$ cat config.mk
export PLATFORM = sky130hd
export DESIGN_NAME = mem_ctrl
export DESIGN_NICKNAME = d
export VERILOG_FILES = /design/src/rtl/mem_ctrl_pkg.sv /design/src/rtl/mem_load_ext.sv /design/src/rtl/mem_ctrl.sv
export SDC_FILE = /design/constraint.sdc
export NUM_CORES = 1
export LEC_CHECK = 0
export CAP_MARGIN = 40
export CORE_AREA = 2 2 140 142
export CTS_CLUSTER_SIZE = 16
export DETAILED_ROUTE_END_ITERATION = 7
export DIE_AREA = 0 0 142 144
export GPL_ROUTABILITY_DRIVEN = 1
export PLACE_DENSITY_LB_ADDON = 0.05
export SYNTH_ARGS = -nofsm -noshare
export SYNTH_HDL_FRONTEND = slang
export SYNTH_SLANG_ARGS = --single-unit
$ cat constraint.sdc
create_clock -name clk -period 5.3 [get_ports clk]
set_input_delay 1.06 -clock clk [delete_from_list [all_inputs] [get_ports clk]]
set_output_delay 1.06 -clock clk [all_outputs]
set_load 0.1 [all_outputs]
$ cat src/rtl/mem_ctrl_pkg.sv
// Shared select codes, FSM encoding and size helper for the byte-serial memory responder.
package mem_ctrl_pkg;

  typedef logic [1:0] mem_sel_t;

  localparam mem_sel_t MEM_NOP  = 2'd0;
  localparam mem_sel_t MEM_BYTE = 2'd1;
  localparam mem_sel_t MEM_HALF = 2'd2;
  localparam mem_sel_t MEM_WORD = 2'd3;

  typedef enum logic [2:0] {
    IDLE  = 3'd0,
    DRD   = 3'd1,
    DWR   = 3'd2,
    IRD   = 3'd3,
    DDONE = 3'd4,
    IDONE = 3'd5
  } mem_state_e;

  localparam int CNT_W = 3;

  function automatic logic [CNT_W-1:0] sel_len(input mem_sel_t sel);
    case (sel)
      MEM_BYTE: return 3'd1;
      MEM_HALF: return 3'd2;
      MEM_WORD: return 3'd4;
      default:  return 3'd0;
    endcase
  endfunction

endpackage

$ cat src/rtl/mem_load_ext.sv
// Sign or zero extension of an assembled load value to 32 bits.
module mem_load_ext
  import mem_ctrl_pkg::*;
(
  input  mem_sel_t    sel,
  input  logic        sign,
  input  logic [31:0] data,
  output logic [31:0] ext
);

  always_comb begin
    case (sel)
      MEM_BYTE: ext = {{24{sign & data[7]}}, data[7:0]};
      MEM_HALF: ext = {{16{sign & data[15]}}, data[15:0]};
      default:  ext = data;
    endcase
  end

endmodule

$ cat src/rtl/mem_ctrl.sv
// Serialises MEM-stage data and IF-stage fetch requests onto one byte-wide RAM port,
// little-endian, with data accesses taking priority over fetches.
module mem_ctrl
  import mem_ctrl_pkg::*;
#(
  parameter int ADDR_W     = 32,
  parameter int INST_BYTES = 4
) (
  input  logic              clk,
  input  logic              rst,
  input  logic              d_req,
  input  logic              d_we,
  input  mem_sel_t          d_sel,
  input  logic [ADDR_W-1:0] d_addr,
  input  logic [31:0]       d_wdata,
  input  logic              d_load_sign,
  output logic [31:0]       d_rdata,
  output logic              d_done,
  output logic              d_stall_req,
  input  logic              i_req,
  input  logic [ADDR_W-1:0] i_addr,
  output logic [31:0]       i_rdata,
  output logic              i_done,
  output logic [ADDR_W-1:0] mem_a,
  output logic [7:0]        mem_dout,
  output logic              mem_wr,
  input  logic [7:0]        mem_din
);

  mem_state_e        state, state_nx;
  logic [CNT_W-1:0]  cnt, cnt_nx;
  logic [CNT_W-1:0]  len_q;
  logic [CNT_W-1:0]  a_off;
  logic [ADDR_W-1:0] addr_q;
  logic [31:0]       wdata_q;
  logic [31:0]       buf_q;
  logic [31:0]       merged;
  logic [31:0]       ext_val;
  mem_sel_t          sel_q;
  logic              sign_q;
  logic              d_valid;
  logic              rd_busy;

  assign d_valid     = d_req && (d_sel != MEM_NOP);
  assign d_stall_req = d_valid && !d_done;
  assign rd_busy     = (state == DRD) || (state == IRD);

  always_ff @(posedge clk) begin
    if (rst) begin
      state <= IDLE;
      cnt   <= '0;
    end else begin
      state <= state_nx;
      cnt   <= cnt_nx;
    end
  end

  // Read states run one extra cycle (cnt == len_q) to capture the last byte.
  always_comb begin
    state_nx = state;
    cnt_nx   = cnt;
    case (state)
      IDLE: begin
        cnt_nx = '0;
        if (d_valid)    state_nx = d_we ? DWR : DRD;
        else if (i_req) state_nx = IRD;
      end
      DWR: begin
        if (cnt == len_q - 3'd1) begin
          state_nx = DDONE;
          cnt_nx   = '0;
        end else begin
          cnt_nx = cnt + 3'd1;
        end
      end
      DRD: begin
        if (cnt == len_q) begin
          state_nx = DDONE;
          cnt_nx   = '0;
        end else begin
          cnt_nx = cnt + 3'd1;
        end
      end
      IRD: begin
        if (!i_req) begin
          state_nx = IDLE;
          cnt_nx   = '0;
        end else if (cnt == len_q) begin
          state_nx = IDONE;
          cnt_nx   = '0;
        end else begin
          cnt_nx = cnt + 3'd1;
        end
      end
      DDONE:   state_nx = IDLE;
      IDONE:   state_nx = IDLE;
      default: state_nx = IDLE;
    endcase
  end

  assign a_off = (cnt == len_q) ? cnt - 3'd1 : cnt;

  always_comb begin
    mem_a    = '0;
    mem_wr   = 1'b0;
    mem_dout = '0;
    d_done   = 1'b0;
    i_done   = 1'b0;
    case (state)
      DWR: begin
        mem_a    = addr_q + ADDR_W'(cnt);
        mem_wr   = 1'b1;
        mem_dout = wdata_q[{cnt[1:0], 3'b000} +: 8];
      end
      DRD, IRD: mem_a = addr_q + ADDR_W'(a_off);
      DDONE:    d_done = 1'b1;
      IDONE:    i_done = 1'b1;
      default:  ;
    endcase
  end

  // Byte k of a read arrives while cnt == k+1.
  always_comb begin
    merged = buf_q;
    case (cnt)
      3'd1:    merged[7:0]   = mem_din;
      3'd2:    merged[15:8]  = mem_din;
      3'd3:    merged[23:16] = mem_din;
      3'd4:    merged[31:24] = mem_din;
      default: ;
    endcase
  end

  always_ff @(posedge clk) begin
    if (state == IDLE) begin
      if (d_valid) begin
        addr_q  <= d_addr;
        wdata_q <= d_wdata;
        sel_q   <= d_sel;
        sign_q  <= d_load_sign;
        len_q   <= sel_len(d_sel);
      end else begin
        addr_q <= i_addr;
        len_q  <= CNT_W'(INST_BYTES);
      end
    end
    if (rd_busy && cnt != '0) buf_q <= merged;
  end

  mem_load_ext u_ext (
    .sel  (sel_q),
    .sign (sign_q),
    .data (merged),
    .ext  (ext_val)
  );

  // Results are registered on the final capture so they hold between done pulses.
  always_ff @(posedge clk) begin
    if (rst) begin
      d_rdata <= '0;
      i_rdata <= '0;
    end else begin
      if (state == DRD && cnt == len_q)          d_rdata <= ext_val;
      if (state == IRD && cnt == len_q && i_req) i_rdata <= merged;
    end
  end

endmodule
=== Word-level counts from Yosys, hierarchy flattened ===
Cells that the tools add are included.

* Register bits: 172
* Bits of input ports: 112
* Output and inout port bits: 108

* $add $sub $neg: 5
* Eq/ne operators: 20
* Shift operators: 1
* Muxes and demuxes: 25
* Bitwise operators: 2
* Reductions and logical operators: 15

{| class="wikitable"
|+ Operators by type and width
! cell !! count
|-
| 32-bit one-hot mux with 2 select lines || 2
|-
| 32-bit by 3-bit adder with 32-bit output || 2
|-
| 8-bit 2-to-1 mux || 5
|-
| 32-bit 2-to-1 mux || 1
|-
| 32-bit by 6-bit variable part select with 8-bit output || 1
|-
| 3-bit 2-to-1 mux || 10
|-
| 3-bit one-hot mux with 4 select lines || 2
|-
| 3-bit by 2-bit == test with 1-bit output, second input constant || 4
|-
| 3-bit == test, second input constant || 3
|-
| 3-bit one-hot mux with 3 select lines || 1
|-
| 2-bit == test, second input constant || 3
|-
| 3-bit by 1-bit == test with 1-bit output, second input constant || 2
|-
| 3-bit == test || 2
|-
| 1-bit logical AND || 6
|-
| 3-bit by 1-bit subtractor with 3-bit output, second input constant || 2
|-
| 2-bit by 1-bit == test with 1-bit output, second input constant || 2
|-
| 4-bit AND reduction || 1
|-
| 4-bit nonzero test || 1
|-
| 3-bit by 1-bit adder with 3-bit output, second input constant || 1
|-
| 3-bit logical NOT || 1
|-
| 1-bit 2-to-1 mux || 3
|-
| 3-bit by 2-bit != test with 1-bit output, second input constant || 1
|-
| 3-bit != test, second input constant || 1
|-
| 3-bit nonzero test || 1
|-
| other kinds (9) || 10
|}

=== Logic depth before layout (Yosys ltp) ===
* Depth after elaboration: 4
* Mapped depth: 12

=== Modules after synthesis ===
From an unflattened synthesis, not the netlist that was laid out.

* Cells, all modules: 775
* Area total of the unflattened synthesis: 8,334.2 um^2

{| class="wikitable"
|+ Modules (own cells, without submodules)
! module !! instances !! cells each !! area an instance (um^2) !! sequential area each (um^2)
|-
| mem_ctrl || 1 || 713 || 7,953.9 || 4,464.3
|-
| mem_load_ext || 1 || 62 || 380.4 || 0.0
|}

=== Least setup slack after synthesis ===
Ideal clock, no wire load.

* Path kind: register to output
* From: register cnt[0]
* To: output port mem_a[26]
* Arrival time: 4.511 ns
* Required time: 4.240 ns
* Slack: -0.271 ns
* Cell stages (with the launch flop): 11
* Path through: dfxtp_1 buf_2 xor2_1 nor3_2 clkbuf_1 a31oi_1 ha_1 a21oi_1 or4_1 or4_1 a21oi_1

* Longest elaborated chain between the ends: 4
* Elaborated cells on any way between the ends: 6

{| class="wikitable"
|+ RTL lines
! element !! RTL line !! text
|-
| start, declared || mem_ctrl.sv:31 || <nowiki>logic [CNT_W-1:0] cnt, cnt_nx;</nowiki>
|-
| start signal, assigned || mem_ctrl.sv:54 || <nowiki>cnt <= cnt_nx;</nowiki>
|-
| 3-bit by 1-bit subtractor with 3-bit output / 3-bit == test (equally long branches) || mem_ctrl.sv:101 || <nowiki>assign a_off = (cnt == len_q) ? cnt - 3'd1 : cnt;</nowiki>
|-
| 3-bit 2-to-1 mux || mem_ctrl.sv:101 ||
|-
| 32-bit by 3-bit adder with 32-bit output || mem_ctrl.sv:115 || <nowiki>DRD, IRD: mem_a = addr_q + ADDR_W'(a_off);</nowiki>
|-
| 32-bit one-hot mux with 2 select lines * || mem_ctrl.sv:109 || <nowiki>case (state)</nowiki>
|-
| end, declared || mem_ctrl.sv:24 || <nowiki>output logic [ADDR_W-1:0] mem_a,</nowiki>
|}

Every way passes the cells marked *; elsewhere a longest branch is shown, timed or not.

=== Final worst setup path ===
Ends and elaborated chain as after synthesis.

==> qor_table.md <==
| Parameter | Reported |
| --- | --- |
| Via count of the first global-routing pass | 6968 |
| IO Count | 220 |
| Synthesized cell area | 0.008189 mm² |
| Tot Pwr | 4617 µW |
| Power density of the placed cells | 361.2 mW/mm² |
| Endpoint arrival time on the critical path | 3.94 ns |
| Pin count of the biggest net entering global routing | 70 |
| Mapped Nets | 860 |
| Die outline area | 0.02045 mm² |
| TritonCTS Sinks | 172 |
| RSZ-0062 raised after global routing | no |
| Top cells by instance count after synthesis | edfxtp_1, a21oi_1, nor3_1 |
| Number of port buffers | 219 |
| CTS-repair resized insts | 0 |
| Tot GR Track Use | 0.2280 |
| Total of fill cells in the finished design | 1421 |
| Share of the synthesized area in the top cell type | 0.3740 |
| Worst Clk Skew | 0.01173 ns |
| Minimum clock period | 5.004 ns |
| Antenna fix cells | 0 |
| Slew at the pin closest to its max-slew limit | 0.7646 ns |
| Synth-to-layout area growth | 56.09% |
| # H-tree levels | 4 |
| Final core occ | 0.6699 |
| Final worst path period share | 0.9441 |
| Setup Viol. Count Final | 0 |
| Die height | 144 µm |
| Headroom to the max-slew limit | 0.4872 |
| Asr flop ratio synth | 0 |
| Max-cap viol count | 0 |
| Category of the worst setup path capture point | output port |
| Worst vdd ir | 0.2490 mV |
| Post-detailed-route via-to-cell ratio | 5.477 |
| Count of antenna-violating nets left after detailed routing | 0 |
| Clock slew seen by the registers of the worst setup and hold paths | 0.07 ns |
| Layout cells sized above 1 | 0.2480 |
| Final wirelength | 22660 µm |
| CP startpoint kind | register |
| Syn Inst Count | 734 |
| Final Max Tran Viols | 0 |
| Final critical-path setup slack | 0.2963 ns |
| Average routed wire per standard cell | 17.96 µm |
| Status | completed |
| Post-synthesis sequential area ratio | 0.5451 |
| Final hold violations | 0 |
| CTS tree | done |
| Post-CTS setup-driven buffer insertion count | 0 |
| DR pass1 iterations | 5 |
| Die W | 142 µm |
| Maximum operating frequency | 0.1999 GHz |
| Average instance area after synthesis | 11.16 µm² |
| Max Fanout on Critical Path | 9 |
| Later-pin clock latency in the skew report | 0.43 ns |
| Core area | 0.01908 mm² |
| Leakage dissipation | 0.004466 µW |
| Hold-fix buffers at CTS | 0 |
| Post-detailed-placement half-perimeter wirelength | 16980 µm |
| Final nets | 1137 |
| Worst setup path category | reg -> out |
| Sum of overflow across all layers after global routing | 0 |
| Final total negative setup slack | 0 ns |
| Routability cong. | 0.8893 |
| Clock buffer count from CTS | 17 |
| Clock root buffer master | clkbuf_16 |
| Wire length of the first global-routing pass | 36380 µm |
| Min-Delay Path Class | reg -> reg |
| 1st-iter DRT viols | 363 |
| Post-synthesis cell type count | 53 |
| Most common cell in the synthesized netlist | edfxtp_1 |
| Largest area contributor in the netlist | edfxtp_1 |
| Total of flip-flops plus latches after synthesis | 172 |
| Via total after detailed routing | 6912 |
| Main area contributors after synthesis | edfxtp_1, dfxtp_1, mux2_2, a21oi_1, nor3_1 |
| Data required time of the critical path | 4.24 ns |
| Number of synthesized flops with an enable pin | 102 |
| Synth warn | 0 |
| Initial antenna violation count | 0 |
| Dpl ws | 0.7225 ns |
| DRC | 0 |
| Number of buffers on the longest clock path | 2 |
| Main synth FF type | edfxtp_1 |
| Number of rows created at floorplan | 51 |
| Effective utilization at floorplan | 0.4292 |
power by group:
part | internal [µW] | total, µW | switching, µW | leakage (µW)
logic | 620 | 1710 | 1090 | 0.00265
registers | 1580 | 1690 | 111 | 0.00153
clock network | 633 | 1220 | 584 | 0.000287
placed cells by master (no fill, tap or decap), drive strengths merged, types with 5 or more instances in the layout:
| cell type | n |
|---|---|
| o21ai | 9 |
| inv | 20 |
| o31ai | 5 |
| mux4 | 8 |
| nand2b | 9 |
| buf | 125 |
| nand2 | 56 |
| nor3 | 85 |
| xor2 | 7 |
| or3 | 5 |
| ha | 13 |
| mux2 | 65 |
| mux2i | 6 |
| nor4 | 7 |
| xnor2 | 12 |
| dfxtp | 70 |
| edfxtp | 102 |
| or4 | 8 |
| clkdlybuf4s50 | 185 |
| clkbuf | 18 |
| nand4 | 10 |
| a211oi | 10 |
| nand3 | 11 |
| nor2b | 11 |
| nor2 | 26 |
| a311oi | 18 |
| a21oi | 84 |
registers in the layout, indices dropped and copies added, names as in the netlist:
signal and flops:
sign_q 1, len_q 3, addr_q 32, i_rdata 32, d_rdata 32, state 3, sel_q 2, buf_q 32
cnt 3, wdata_q 32
routing by layer:
layer | GRT usage | routed length [µm] | share of wire | vias to the layer above
li1 | - | - | - | 3321
met1 | 0.3004 | 9789 | 0.43 | 3338
met2 | 0.3898 | 11430 | 0.50 | 239
met3 | 0.03974 | 1229 | 0.054 | 14
met4 | 0.06263 | 209 | 0.0092 | 0
met5 | 0 | 0 | 0 | -
logic make-up (layout without fill, tap and decap cells):
group	after synthesis	in the layout	share of synthesized area
simple gates	244	244	0.1526
flops	172	172	0.5451
compound gates	144	144	0.1082
mux	79	79	0.1187
buf+inv	61	351	0.02995
xor+xnor	20	20	0.02307
fa+ha+maj	14	14	0.02231
layout make-up:
cell class	instances	area (µm²)	share of cell area
Clock buffer	18	429.2	0.03357
Clock inverter	14	145.1	0.01135
Inverter	9	33.78	0.002643
Multi-Input combinational cell	501	3563	0.2788
Sequential cell	172	4464	0.3493
Tap cell	238	297.8	0.02330
Timing Repair Buffer	310	3849	0.3011
metrics by stage:
step / std cells / area (µm²) / hold slack (ns)
after global routing: 1262 / 12780 / 0.5437
final: 1262 / 12780 / 0.5165
after global placement: 1152 / 10950 / 0.5097
after CTS: 1262 / 12780 / 0.5205
after floorplan: 734 / 8225 / 0.5555
after detailed placement: 1230 / 12210 / 0.5100
worst paths after layout:
path	slack [ns]	from	cells past startpoint	end
hold / removal	0.52	i_rdata[2]	2	i_rdata[2]
setup reg to reg	2.84	cnt[0]	6	d_rdata[19]
hold reg to reg	0.52	i_rdata[2]	2	i_rdata[2]
setup / recovery	0.30	cnt[0]	11	mem_a[26]
worst max-delay path, stage by stage (launching register included):
cell and delay, ns:
dfxtp_1 0.43, buf_4 0.26, xor2_1 0.43, nor3_4 0.09, a21oi_1 0.17, a31oi_1 0.07
ha_1 0.39, a21oi_1 0.19, or4_1 0.63, or4_1 0.46, a21oi_2 0.20, buf_12 0.20
Note: power is estimated with default switching activity, not from simulation.
